### config.mk
export PLATFORM = sky130hd
export DESIGN_NAME = fetch_unit_flat
export DESIGN_NICKNAME = d
export VERILOG_FILES = /design/src/rtl/fetch_unit_if.sv /design/src/rtl/fetch_unit.sv /design/src/flat_wrapper.sv
export SDC_FILE = /design/constraint.sdc
export NUM_CORES = 1
export LEC_CHECK = 0
export ABC_AREA = 1
export CORE_UTILIZATION = 42
export CTS_CLUSTER_SIZE = 14
export DETAILED_ROUTE_END_ITERATION = 7
export GPL_TIMING_DRIVEN = 0
export PLACE_DENSITY = 0.84
export SLEW_MARGIN = 20
export SYNTH_ARGS = -nofsm -noshare
export SYNTH_HDL_FRONTEND = slang
export SYNTH_SLANG_ARGS = --single-unit
### constraint.sdc
create_clock -name clk -period 2 [get_ports clk]
set_input_delay 0.5 -clock clk [delete_from_list [all_inputs] [get_ports clk]]
set_output_delay 0.5 -clock clk [all_outputs]
set_load 0.05 [all_outputs]
### src/rtl/fetch_unit_if.sv
// Fetch-stage bus: instruction memory address/data and the instr handshake to decode.
interface fetch_unit_if #(
    parameter int ADDR_W = 16,
    parameter int DATA_W = 16
);
    logic [ADDR_W-1:0] imem_addr;
    logic [DATA_W-1:0] imem_data;
    logic [DATA_W-1:0] instr;
    logic [ADDR_W-1:0] instr_pc;
    logic              instr_valid;
    logic              instr_ready;

    // Fetch unit side
    modport master (
        output imem_addr,
        input  imem_data,
        output instr,
        output instr_pc,
        output instr_valid,
        input  instr_ready
    );

    // Memory / decode side
    modport slave (
        input  imem_addr,
        output imem_data,
        input  instr,
        input  instr_pc,
        input  instr_valid,
        output instr_ready
    );
endinterface

### src/rtl/fetch_unit.sv
// Program counter and fetch stage: addresses instruction memory, registers the
// returned word for decode, and handles stall, branch redirect, PC wrap and HALT.
module fetch_unit #(
    parameter int                ADDR_W     = 16,
    parameter int                DATA_W     = 16,
    parameter int                MEM_DEPTH  = 128,
    parameter logic [ADDR_W-1:0] RESET_PC   = 16'h0000,
    parameter logic [DATA_W-1:0] HALT_INSTR = 16'hFFFF
) (
    input  logic              clk,
    input  logic              rst,
    input  logic              i_en,
    input  logic              i_branch_valid,
    input  logic [ADDR_W-1:0] i_branch_target,
    output logic              o_halted,
    fetch_unit_if.master      bus
);

    // MEM_DEPTH is a power of two, so modulo is a mask
    localparam logic [ADDR_W-1:0] PC_MASK = ADDR_W'(MEM_DEPTH - 1);

    typedef enum logic [1:0] {
        IDLE  = 2'd0,
        FETCH = 2'd1,
        HALT  = 2'd2
    } state_t;

    state_t            r_state;
    logic [ADDR_W-1:0] r_pc;
    logic [DATA_W-1:0] r_instr_p1;
    logic [ADDR_W-1:0] r_instr_pc_p1;
    logic              r_vld_p1;
    logic              r_halted;
    logic              w_slot_free;
    logic              w_is_halt;

    function automatic logic [ADDR_W-1:0] wrap_pc(input logic [ADDR_W-1:0] a);
        return a & PC_MASK;
    endfunction

    assign w_slot_free   = !r_vld_p1 || bus.instr_ready;
    assign w_is_halt     = (bus.imem_data == HALT_INSTR);

    assign bus.imem_addr   = r_pc;
    assign bus.instr       = r_instr_p1;
    assign bus.instr_pc    = r_instr_pc_p1;
    assign bus.instr_valid = r_vld_p1;
    assign o_halted        = r_halted;

    // Fetch FSM: reset, then branch redirect, then per-state capture/stall/drain
    always_ff @(posedge clk) begin
        if (!rst) begin
            r_state       <= IDLE;
            r_pc          <= RESET_PC;
            r_instr_p1    <= '0;
            r_instr_pc_p1 <= '0;
            r_vld_p1      <= 1'b0;
            r_halted      <= 1'b0;
        end else if (i_branch_valid) begin
            // Wrong-path flush; a handshake in this cycle still counts as done
            r_pc     <= wrap_pc(i_branch_target);
            r_vld_p1 <= 1'b0;
            if (r_state == HALT) begin
                r_state  <= FETCH;
                r_halted <= 1'b0;
            end
        end else begin
            case (r_state)
                IDLE: begin
                    if (i_en) r_state <= FETCH;
                    if (bus.instr_ready) r_vld_p1 <= 1'b0;
                end
                FETCH: begin
                    if (!i_en) begin
                        r_state <= IDLE;
                        if (bus.instr_ready) r_vld_p1 <= 1'b0;
                    end else if (w_slot_free) begin
                        // Stage boundary: memory word -> decode output register
                        r_instr_p1    <= bus.imem_data;
                        r_instr_pc_p1 <= r_pc;
                        r_vld_p1      <= 1'b1;
                        if (w_is_halt) begin
                            r_state  <= HALT;
                            r_halted <= 1'b1;
                        end else begin
                            r_pc <= wrap_pc(r_pc + ADDR_W'(1));
                        end
                    end
                end
                HALT: begin
                    if (bus.instr_ready) r_vld_p1 <= 1'b0;
                end
                default: r_state <= IDLE;
            endcase
        end
    end

endmodule

### src/flat_wrapper.sv
// flat-port wrapper written by rule: the top's interface ports become plain ports
module fetch_unit_flat 
#(
    parameter int                ADDR_W     = 16,
    parameter int                DATA_W     = 16,
    parameter int                MEM_DEPTH  = 128,
    parameter logic [ADDR_W-1:0] RESET_PC   = 16'h0000,
    parameter logic [DATA_W-1:0] HALT_INSTR = 16'hFFFF
)
  (clk, rst, i_en, i_branch_valid, i_branch_target, o_halted, bus_imem_addr, bus_imem_data, bus_instr, bus_instr_pc, bus_instr_valid, bus_instr_ready);
  fetch_unit_if #(.ADDR_W(ADDR_W), .DATA_W(DATA_W)) bus_i ();
  input  logic clk;
  input  logic rst;
  input  logic i_en;
  input  logic i_branch_valid;
  input  logic [ADDR_W-1:0] i_branch_target;
  output logic o_halted;
  output wire logic [$bits(bus_i.imem_addr)-1:0] bus_imem_addr;
  input wire logic [$bits(bus_i.imem_data)-1:0] bus_imem_data;
  output wire logic [$bits(bus_i.instr)-1:0] bus_instr;
  output wire logic [$bits(bus_i.instr_pc)-1:0] bus_instr_pc;
  output wire logic [$bits(bus_i.instr_valid)-1:0] bus_instr_valid;
  input wire logic [$bits(bus_i.instr_ready)-1:0] bus_instr_ready;
  assign bus_imem_addr = bus_i.imem_addr;
  assign bus_i.imem_data = bus_imem_data;
  assign bus_instr = bus_i.instr;
  assign bus_instr_pc = bus_i.instr_pc;
  assign bus_instr_valid = bus_i.instr_valid;
  assign bus_i.instr_ready = bus_instr_ready;
  fetch_unit #(.ADDR_W(ADDR_W), .DATA_W(DATA_W), .MEM_DEPTH(MEM_DEPTH), .RESET_PC(RESET_PC), .HALT_INSTR(HALT_INSTR)) u_core (.clk(clk), .rst(rst), .i_en(i_en), .i_branch_valid(i_branch_valid), .i_branch_target(i_branch_target), .o_halted(o_halted), .bus(bus_i));
endmodule
-- Word level (Yosys, flattened, before mapping)
Cells that the tools add are included.
- multiplexer cells: 22
- bitwise operators: 2
- reductions and logical operators: 15
- add/subtract/negate cells: 1
- eq/ne operators: 10
- operators with widths (operator ; count):
    $mux W7 ; 5
    $eq A16 B16 Y1 const B ; 1
    $mux W2 ; 6
    $reduce_and A5 Y1 ; 2
    $reduce_bool A2 Y1 ; 5
    $mux W1 ; 9
    $ne A4 B3 Y1 const B ; 2
    $reduce_and A4 Y1 ; 2
    $add A7 B1 Y7 const B ; 1
    $pmux W2 S3 ; 1
    $ne A2 B2 Y1 const B ; 2
    $reduce_or A2 Y1 ; 2
    $ne A3 B2 Y1 const B ; 1
    $ne A3 B3 Y1 const B ; 1
    $eq A2 B1 Y1 const B ; 1
    $eq A2 B2 Y1 const B ; 1
    $logic_not A2 Y1 ; 1
    $ne A2 B1 Y1 const B ; 1
    $not A1 Y1 ; 2
    $pmux W1 S2 ; 1
    $reduce_and A2 Y1 ; 1
    $logic_not A1 Y1 ; 1
    $logic_or A1 B1 Y1 ; 1
- input bits: 37
- logic and storage cells: 56
- register bits: 34
- output and inout bits: 50

-- Longest topological paths before layout
Gate-level depths: netlist of run 1.
- depth in word-level cells: 6
- gate-level depth with buffers: 9
- gate-level depth less buffers: 9

-- Worst setup path after synthesis of run 1
Ideal clock, no wire load.
- path kind: flip-flop to flip-flop
- start point: register u_core.r_pc[0], in the netlist u_core.bus.imem_addr[0]
- end point: register u_core.r_pc[6], in the netlist u_core.bus.imem_addr[6]
- setup time: 0.123 ns
- path slack: 0.413 ns
- clock period less this slack: 1.587 ns
- data required time: 1.877 ns
- path buffers: 0
- cell stages (with the launch flop): 9
- arrival: 1.464 ns
- path through: dfxtp_1 ha_1 nand2_1 nor2_1 nand3_1 nand3_1 nand2_1 nand2_1 a21oi_1
- longest elaborated chain between the ends: 6
- ends and longest elaborated chain (what ; RTL line ; text):
    from (decl) ; fetch_unit.sv:29 ; logic [ADDR_W-1:0] r_pc;
    from (signal assigned) ; fetch_unit.sv:61 ; r_pc <= wrap_pc(i_branch_target);
    from (signal assigned) ; fetch_unit.sv:86 ; r_pc <= wrap_pc(r_pc + ADDR_W'(1));
    $add A7 B1 Y7 ; fetch_unit.sv:86 ;
    $mux W7 ; fetch_unit.sv:82 ; if (w_is_halt) begin
    $mux W7 ; fetch_unit.sv:77 ; end else if (w_slot_free) begin
    $mux W7 ; fetch_unit.sv:74 ; if (!i_en) begin
    $mux W7 ; fetch_unit.sv:68 ; case (r_state)
    $mux W7 ; fetch_unit.sv:59 ; end else if (i_branch_valid) begin
No other way between the ends. The select of a mux whose other input is x is not followed.
A chain may end at the register's enable or synchronous reset.

-- Worst setup path after layout of run 1
- start point: register u_core.r_vld_p1, in the netlist u_core.bus.instr_valid
- end point: output port bus_instr_valid
- RTL lines (what ; RTL line ; text):
    from (decl) ; fetch_unit.sv:32 ; logic r_vld_p1;
    from (signal assigned) ; fetch_unit.sv:57 ; r_vld_p1 <= 1'b0;
    from (signal assigned) ; fetch_unit.sv:62 ; r_vld_p1 <= 1'b0;
    from (signal assigned) ; fetch_unit.sv:71 ; if (bus.instr_ready) r_vld_p1 <= 1'b0;
    to (decl) ; flat_wrapper.sv:22 ; output wire logic [$bits(bus_i.instr_valid)-1:0] bus_instr_valid;
No word-level cell between the ends.

==> out/metrics.cfg, run 1 <==
[sta]
timing.final.hold_violations=0
worst_pin_slew_ns=0.531
timing.clock.skew_ns=0.00680
timing.final.crit_period_ns=1.94
maxSlewHeadroom_pct=64.5
postLayoutSetupSlackWorst_ns=0.0566
grt_setup_unrepaired=false
finalMaxSlewViolations=0
layout_worst_path_cycle_share_pct=97.2
max_clock_freq_mhz=515
finalSetupViolCount=0

[final_layout]
post_route_cells_drive_above_1_share_pct=12.4
post_layout_nonfiller_instances=371
area_growth_syn_to_layout_pct=49.0
final_core_utilization_pct=66.8
finish.net_count=360
diode_insertion_count_for_antenna_repair=0
finalInstanceArea_mm2=0.00250

[worst_setup_path]
critPathSlowestCell=clkdlybuf4s50_1
critical_path.top_delay_family=buffers and inverters
critical_path.cell_chain=clkdlybuf4s50_1
worst_setup_path_start_kind=register
critical_path_peak_fanout=3
path_class=reg2out
critPathRequiredTime_ns=1.50
critPathBufInv=1
timing.critical_path.slowest_cell_delay_ns=0.81
critPathCaptureType=output pin
timing.critical_path.arrival_ns=1.44

[cts]
clk_root_buffer_cell=clkbuf_8
cts_buffer_depth=2
postCtsSetupRepairBufs=0
htree_levels=2
cts_tree=yes
insertion_delay_of_the_later_clocked_pin_in_the_worst_skew_pair_ns=0.29
worst_setup_hold_path_clk_slew_ns=0.07
numClockSinks=34
cts-buffers-inserted=5
post_cts_sizing=6
hold_fix_buffers_at_cts=0

[global_routing]
grt_max_degree=11
first_pass_grt_wire_length_um=6730
initial_antenna_violation_count=0
first_global_vias=1529
grt_util_all_layers_pct=20.6
global_route.overflow_total=0

[routing]
detail-route-antenna-nets=0
drt_pass1_iterations=4
drt_iter0_drc=64
vias_per_cell=4.64
total_via_count_after_detailed_routing=1722
wire_per_inst_um=11.0
wirelength_um=4090
drt_drc_violations_left=0

[synthesis]
synth_area_mm2=0.00168
synth.ff_latch_count=34
number_of_synthesized_flops_with_an_enable_pin=0
synth_compound_gate_area_share_pct=15.2
ys_dominant_reg_cell=dfxtp_1
instance_count_of_the_mapped_netlist=240
synth.yosys.warnings=0
synthAdderAreaFrac_pct=0.746
post_synth_mux_area_share_pct=0
post_synth_num_cell_types=24
largest_family_of_logic_cells_by_synthesized_area=simple AND/OR/NAND/NOR gates
xor_and_xnor_fraction_of_the_mapped_netlist_area_pct=0
synth-seq-area-share_pct=40.6
async_flop_share_pct=0
synth_simple_gate_area_share_pct=28.0
synthesis.area_per_instance_um2=6.99

[die]
area_enclosed_by_the_die_boundary_mm2=0.00425
std_cell_rows=22
fp.dieW_um=65.2
core_area_mm2=0.00374
floorplan.io_pins=87
fp.dieH_um=65.2
initial_utilization_pct=44.8

[power]
overall_power_mw=1.76
peakVddDrop_mv=0.475
total_leakage_power_nw=1.19
power.share.sequential_pct=41.6
power.share.combinational_pct=24.5
switching_portion_of_total_power_pct=31.4
power_switching_mw=0.553
power.share.clock_pct=33.8
intPower_mw=1.21
pwr_density_cell_mw_per_mm2=705

[place]
place_worst_setup_slack_ns=-0.141
placed_cell_area_mm2=0.00238
place_congestion=0.836
dp_cells=363
count_of_buffers_from_port_buffering=58
place_hpwl_um=3000

[status]
status=complete, no violations

[run]
timing.max_cap.violations=0

[min_path]
hp-class=reg2reg

## through the flow
step	hold slack [ns]	TNS, ns
2_1_floorplan	0.505	0
3_3_place_gp	0.455	-0.812
3_5_place_dp	0.478	-0.934
4_1_cts	0.488	0
5_1_grt	0.505	0
6_report	0.483	0
## power by group through the flow
stage                     Clock [mW]  Sequential [mW]  Combinational (mW)
after CTS                      0.601            0.734               0.430
after floorplan                    0            0.846               0.196
after global placement             0            0.748               0.431
after global routing           0.640            0.738               0.461
final                          0.596            0.734               0.432
after detailed placement           0            0.748               0.434
## synth_stat cells, types with 2 or more instances
master,n,area (µm²)
dfxtp_1,34,681
nand3_1,17,85.1
a21oi_1,15,75.1
buf_1,2,7.51
o21ai_0,23,115
inv_2,3,11.3
buf_4,19,143
inv_1,13,48.8
buf_2,3,15.0
o21ai_2,2,17.5
o21ai_1,5,25.0
nor2_1,51,191
nand2_1,42,158
## placed cells by master (no fill, tap or decap), drive strengths merged
| cell | n |
|---|---|
| o21bai | 1 |
| nand3b | 1 |
| nor2 | 53 |
| nand2 | 42 |
| clkdlybuf4s50 | 49 |
| dfxtp | 34 |
| inv | 16 |
| dlygate4sd2 | 6 |
| a21oi | 15 |
| o31ai | 1 |
| o21ai | 30 |
| conb | 18 |
| nand3 | 18 |
| clkbuf | 8 |
| a211oi | 1 |
| dlymetal6s2s | 3 |
| buf | 26 |
| ha | 1 |
## metal layers
metal	track usage [%]	wire length [µm]	up-vias
li1	-	-	900
met1	25.4	1870	742
met2	32.1	1750	72
met3	8.33	406	8
met4	7.34	63	0
met5	0	0	-
## final cells by class
class | count | area, µm²
fillers | 337 | 1240
multi-input cells | 181 | 812
flip-flops and latches | 34 | 681
repair buffers | 58 | 581
plain buffers | 26 | 196
clock buffers | 8 | 110
inverters | 16 | 60.1
well taps | 48 | 60.1
## path summary, 6_finish.rpt
kind | startpoint | to | slack, ns | cells past startpoint
worst max-delay path | u_core.bus.instr_valid | bus_instr_valid | 0.06 | 1
worst max register to register | u_core.bus.instr_valid | u_core.bus.imem_addr[1] | 0.56 | 7
worst min register to register | u_core.o_halted | u_core.o_halted | 0.48 | 2
worst min-delay path | u_core.o_halted | u_core.o_halted | 0.48 | 2
## state kept, by name (all words and copies together), names as in the netlist
name / flops
u_core.bus.instr: 16
u_core.r_state: 2
u_core.o_halted: 1
u_core.bus.imem_addr: 7
u_core.bus.instr_valid: 1
u_core.bus.instr_pc: 7
## kinds of logic after synthesis
| logic type | Yosys count |
|---|---|
| AND/OR/NAND/NOR | 114 |
| AO/OA/AOI/OAI | 48 |
| buffers and inverters | 42 |
| flip-flops | 34 |
| adder cells (fa/ha/maj) | 1 |
| other | 1 |
Note: power is estimated with default switching activity, not from simulation.
==> run 2: changes to the inputs <==
- MAX_ROUTING_LAYER: unset -> met4
- PLACE_DENSITY: 0.84 -> unset
- PLACE_DENSITY_LB_ADDON: unset -> 0.15
==> out/metrics.cfg, run 2 (synthesized netlist as in run 1, its figures left out) <==
[status]
status=complete, no violations

[global_routing]
grt_util_all_layers_pct=20.0
initial_antenna_violation_count=0
grt_max_degree=11
first_global_vias=1461
first_pass_grt_wire_length_um=6300
global_route.overflow_total=0

[worst_setup_path]
r2r.worst_path.cells=7
critPathBufInv=1
cp_num_cells=1
critical_path_peak_fanout=2
worstReg2RegEnd=u_core.bus.imem_addr[1]
critical_path.top_delay_family=buffers and inverters
timing.critical_path.slowest_cell_delay_ns=0.82
path_class=reg2out
critPathRequiredTime_ns=1.50
critical_path.cell_chain=clkdlybuf4s50_1
reg2reg_from=u_core.bus.instr_valid
timing.critical_path.arrival_ns=1.44
worst_setup_path_start_kind=register
setup.reg_to_reg.worst_slack_ns=0.52
critPathCaptureType=output pin
critPathSlowestCell=clkdlybuf4s50_1

[die]
area_enclosed_by_the_die_boundary_mm2=0.00425
core_area_mm2=0.00374
initial_utilization_pct=44.8
std_cell_rows=22
fp.dieH_um=65.2
fp.dieW_um=65.2
floorplan.io_pins=87

[final_layout]
area_growth_syn_to_layout_pct=48.4
multi_input_area_um2=805
sequential_cell_area_um2=681
post_layout_nonfiller_instances=371
layout.cells.most_common=nor2_1
diode_insertion_count_for_antenna_repair=0
post_route_cells_drive_above_1_share_pct=11.8
nFillCells=348
finish.net_count=360
max_reg_flops=16
layout_common_cells=51 x nor2_1, 50 x clkdlybuf4s50_1, 42 x nand2_1

[routing]
total_via_count_after_detailed_routing=1714
drt_drc_violations_left=0
drt_iter0_drc=128
wire_per_inst_um=10.6
detail-route-antenna-nets=0
vias_per_cell=4.62
wirelength_um=3920
drt_pass1_iterations=4

[sta]
worst_pin_slew_ns=0.522
grt_setup_unrepaired=false
finalSetupViolCount=0
maxSlewHeadroom_pct=65.1
timing.final.crit_period_ns=1.94
max_clock_freq_mhz=515
layout_worst_path_cycle_share_pct=97.0
finalMaxSlewViolations=0
timing.final.hold_violations=0
timing.hold.ws_ns=0.477
timing.clock.skew_ns=0.00876

[power]
peakVddDrop_mv=0.395
pwr_density_cell_mw_per_mm2=716
total_leakage_power_nw=1.18

[place]
dp_cells=363
place_congestion=0.888
count_of_buffers_from_port_buffering=58
place_hpwl_um=2930

[min_path]
hp-class=reg2reg
hold_crit_endpoint=u_core.o_halted
timing.hold.worst.start=u_core.o_halted
worst_hold_path_cell_count=2

[cts]
cts-buffers-inserted=5
postCtsSetupRepairBufs=0
worst_setup_hold_path_clk_slew_ns=0.07
cts_buffer_depth=2
numClockSinks=34
clk_root_buffer_cell=clkbuf_8
insertion_delay_of_the_later_clocked_pin_in_the_worst_skew_pair_ns=0.29
htree_levels=2
cts_tree=yes

[run]
timing.max_cap.violations=0

==> run 2: cell count changes in the layout (fill, tap and decap cells not counted) <==
| cell | previous run | this run |
|---|---|---|
| clkbuf_1 | 0 | 2 |
| bufinv_16 | 0 | 1 |
| o21ai_4 | 1 | 0 |
| clkbuf_8 | 8 | 5 |
| o21ai_2 | 1 | 2 |
| dlygate4sd2_1 | 6 | 5 |
| clkdlybuf4s50_1 | 49 | 50 |
==> run 2: metal layers <==
metal	track usage, %	vias up	part of all wire [%]
li1	-	902	-
met1	23.8	733	46
met2	31.1	74	44
met3	5.56	5	9.1
met4	9.78	0	1.4
met5	-	-	0
==> run 2: tightest hold or removal path: stages, from the launching register on <==
cell and delay, ns:
dfxtp_1 0.31, nand2_1 0.06, a21oi_1 0.06
==> run 2: how the worst max path moves through the flow <==
stage	from	endpoint	slack, ns
2_1_floorplan	u_core.bus.imem_addr[0]	u_core.bus.imem_addr[6]	0.41
3_3_place_gp	bus_imem_data[15]	u_core.bus.imem_addr[1]	-0.17
3_5_place_dp	bus_imem_data[15]	u_core.bus.imem_addr[1]	-0.16
4_1_cts	u_core.bus.imem_addr[6]	bus_imem_addr[6]	0.007
5_1_grt	u_core.bus.instr_valid	bus_instr_valid	0.01
6_report	u_core.bus.instr_pc[1]	bus_instr_pc[1]	0.06
==> run 2: layout make-up <==
class	count	area share (%)
Multi-Input combinational cell	181	32.3
Sequential cell	34	27.3
Timing Repair Buffer	58	23.4
Buffer	26	7.89
Clock buffer	7	3.07
Inverter	16	2.41
Tap cell	48	2.41
Clock inverter	1	1.21
==> run 2: power by group <==
| group | leakage (nW) | switching, mW | internal [mW] | total, mW |
|---|---|---|---|---|
| registers | 0.277 | 0.0247 | 0.708 | 0.733 |
| logic | 0.852 | 0.277 | 0.153 | 0.430 |
| clock network | 0.0524 | 0.246 | 0.373 | 0.619 |
==> run 2: per-stage QoR <==
stage | power (mW) | setup TNS, ns | area (µm²) | util [%] | setup slack [ns]
2_1_floorplan | 1.04 | 0 | 1740 | - | 0.413
3_3_place_gp | 1.18 | -1.09 | 2380 | 63.6 | -0.169
3_5_place_dp | 1.18 | -1.07 | 2380 | 63.6 | -0.161
4_1_cts | 1.79 | 0 | 2480 | 66.3 | 0.00673
5_1_grt | 1.86 | 0 | 2490 | 66.5 | 0.0100
6_report | 1.78 | 0 | 2490 | 66.5 | 0.0595
==> run 2: what timing repair did <==
action,4_1_cts,5_1_grt
resized for setup,5,3
hold endpoints to repair,0,0
hold buffers,0,0
pin swaps,0,0
endpoints found under the setup margin,5,3
==> run 3: changes to the inputs <==
- CORE_MARGIN: unset -> 4
==> out/metrics.cfg, run 3 (synthesized netlist as in run 1, its figures left out) <==
[min_path]
hp-class=reg2reg
hold_crit_endpoint=u_core.o_halted
timing.hold.worst.start=u_core.o_halted
worst_hold_path_cell_count=2

[final_layout]
diode_insertion_count_for_antenna_repair=0
layout_common_cells=51 x nor2_1, 50 x clkdlybuf4s50_1, 41 x nand2_1
multi_input_area_um2=807
nFillCells=357
post_route_cells_drive_above_1_share_pct=12.4
finalInstanceArea_mm2=0.00248
max_reg_flops=16
layout.cells.most_common=nor2_1
sequential_cell_area_um2=681
finish.net_count=360
final_core_utilization_pct=65.7
area_growth_syn_to_layout_pct=47.7

[die]
floorplan.io_pins=87
core_area_mm2=0.00377
area_enclosed_by_the_die_boundary_mm2=0.00507
std_cell_rows=22
fp.dieW_um=71.2
initial_utilization_pct=44.5
fp.dieH_um=71.2

[routing]
drt_iter0_drc=103
detail-route-antenna-nets=0
wirelength_um=4150
drt_drc_violations_left=0
wire_per_inst_um=11.2
drt_pass1_iterations=4
vias_per_cell=4.57
total_via_count_after_detailed_routing=1696

[global_routing]
first_pass_grt_wire_length_um=6750
grt_max_degree=11
initial_antenna_violation_count=0
met2_usage_pct=25.8
grt_util_all_layers_pct=17.0
global_route.overflow_total=0
top_usage_layer=met2
first_global_vias=1491
globalRouteMet3Util_pct=6.68
gr-usage-met1_pct=21.0

[worst_setup_path]
critical_path.cell_chain=clkdlybuf4s50_1
worstReg2RegEnd=u_core.bus.instr[6]
critical_path.top_delay_family=buffers and inverters
critPathRequiredTime_ns=1.50
r2r.worst_path.cells=8
critical_path_peak_fanout=3
critPathBufInv=1
setup.reg_to_reg.worst_slack_ns=0.60
critPathSlowestCell=clkdlybuf4s50_1
worst_setup_path_start_kind=register
reg2reg_from=u_core.r_state[0]
path_class=reg2out
critPathCaptureType=output pin
timing.critical_path.arrival_ns=1.44
timing.critical_path.slowest_cell_delay_ns=0.81

[cts]
insertion_delay_of_the_later_clocked_pin_in_the_worst_skew_pair_ns=0.28
htree_levels=2
worst_setup_hold_path_clk_slew_ns=0.07
cts-buffers-inserted=5
cts_buffer_depth=2
postCtsSetupRepairBufs=0
clk_root_buffer_cell=clkbuf_8
cts_tree=yes
numClockSinks=34

[sta]
finalMaxSlewViolations=0
finalSetupViolCount=0
grt_setup_unrepaired=false
maxSlewHeadroom_pct=64.9
postLayoutSetupSlackWorst_ns=0.0595
timing.final.hold_violations=0
worst_pin_slew_ns=0.524
timing.final.crit_period_ns=1.94
timing.clock.skew_ns=0.00831
layout_worst_path_cycle_share_pct=97.0
max_clock_freq_mhz=515

[power]
peakVddDrop_mv=0.424
total_leakage_power_nw=1.18
pwr_density_cell_mw_per_mm2=682

[place]
placed_cell_area_mm2=0.00238
place_hpwl_um=3180
place_congestion=0.846
count_of_buffers_from_port_buffering=58
place_worst_setup_slack_ns=-0.164

[run]
timing.max_cap.violations=0

[status]
status=complete, no violations

## run 3: changes by cell type in the layout (fill, tap and decap cells not counted), sizes merged
cell and delta:
bufinv -1, clkinv +1
## run 3: layer usage
layer / wire length (µm) / up-vias
met1: 1840 / 730
met3: 445 / 4
li1: - / 902
met2: 1830 / 60
met5: 0 / -
met4: 31 / 0
## run 3: how the worst max path moves through the flow
stage / cells past startpoint / slack, ns / to / startpoint
floorplan: 8 / 0.41 / u_core.bus.imem_addr[6] / u_core.bus.imem_addr[0]
CTS: 1 / 0.009 / bus_imem_addr[6] / u_core.bus.imem_addr[6]
detailed placement: 8 / -0.16 / u_core.bus.imem_addr[1] / bus_imem_data[15]
global route: 1 / 0.01 / bus_instr_pc[1] / u_core.bus.instr_pc[1]
global placement: 8 / -0.17 / u_core.bus.imem_addr[1] / bus_imem_data[15]
finish: 1 / 0.06 / bus_instr_valid / u_core.bus.instr_valid
## run 3: what timing repair did
| item | in CTS | in global routing |
|---|---|---|
| endpoints found under the setup margin | 5 | 8 |
| hold buffers | 0 | 0 |
| hold endpoints to repair | 0 | 0 |
| resized for setup | 5 | 4 |
| pin swaps | 0 | 0 |
## run 3: area by class of cell
cell class                 instances  share of cell area (%)
clock buffer                       7                    3.48
multi-input combinational        181                    32.6
sequential                        34                    27.5
buffer                            26                    7.93
clock inverter                     1                   0.202
inverter                          16                    2.42
tap                               48                    2.42
timing repair buffer              58                    23.5
## run 3: worst reg2reg max path, delay by kind of cell (launching register included)
family	cells	cell delay [ns]
buffers and inverters	3	0.38
flip-flops	1	0.39
AND/OR/NAND/NOR	5	0.51
## run 3: per-stage QoR
| step | hold WS [ns] | setup TNS, ns | total power [mW] | instances |
|---|---|---|---|---|
| detailed placement | 0.460 | -1.11 | 1.18 | 363 |
| global placement | 0.455 | -1.06 | 1.18 | 363 |
| floorplan | 0.505 | 0 | 1.04 | 257 |
| CTS | 0.470 | 0 | 1.70 | 371 |
| finish | 0.471 | 0 | 1.69 | 371 |
| global route | 0.487 | 0 | 1.77 | 371 |
## run 3: power breakdown
part | leakage (nW) | switching, mW | internal (mW) | total, mW
registers | 0.277 | 0.0242 | 0.708 | 0.732
logic | 0.852 | 0.280 | 0.153 | 0.433
clock network | 0.0482 | 0.246 | 0.278 | 0.524
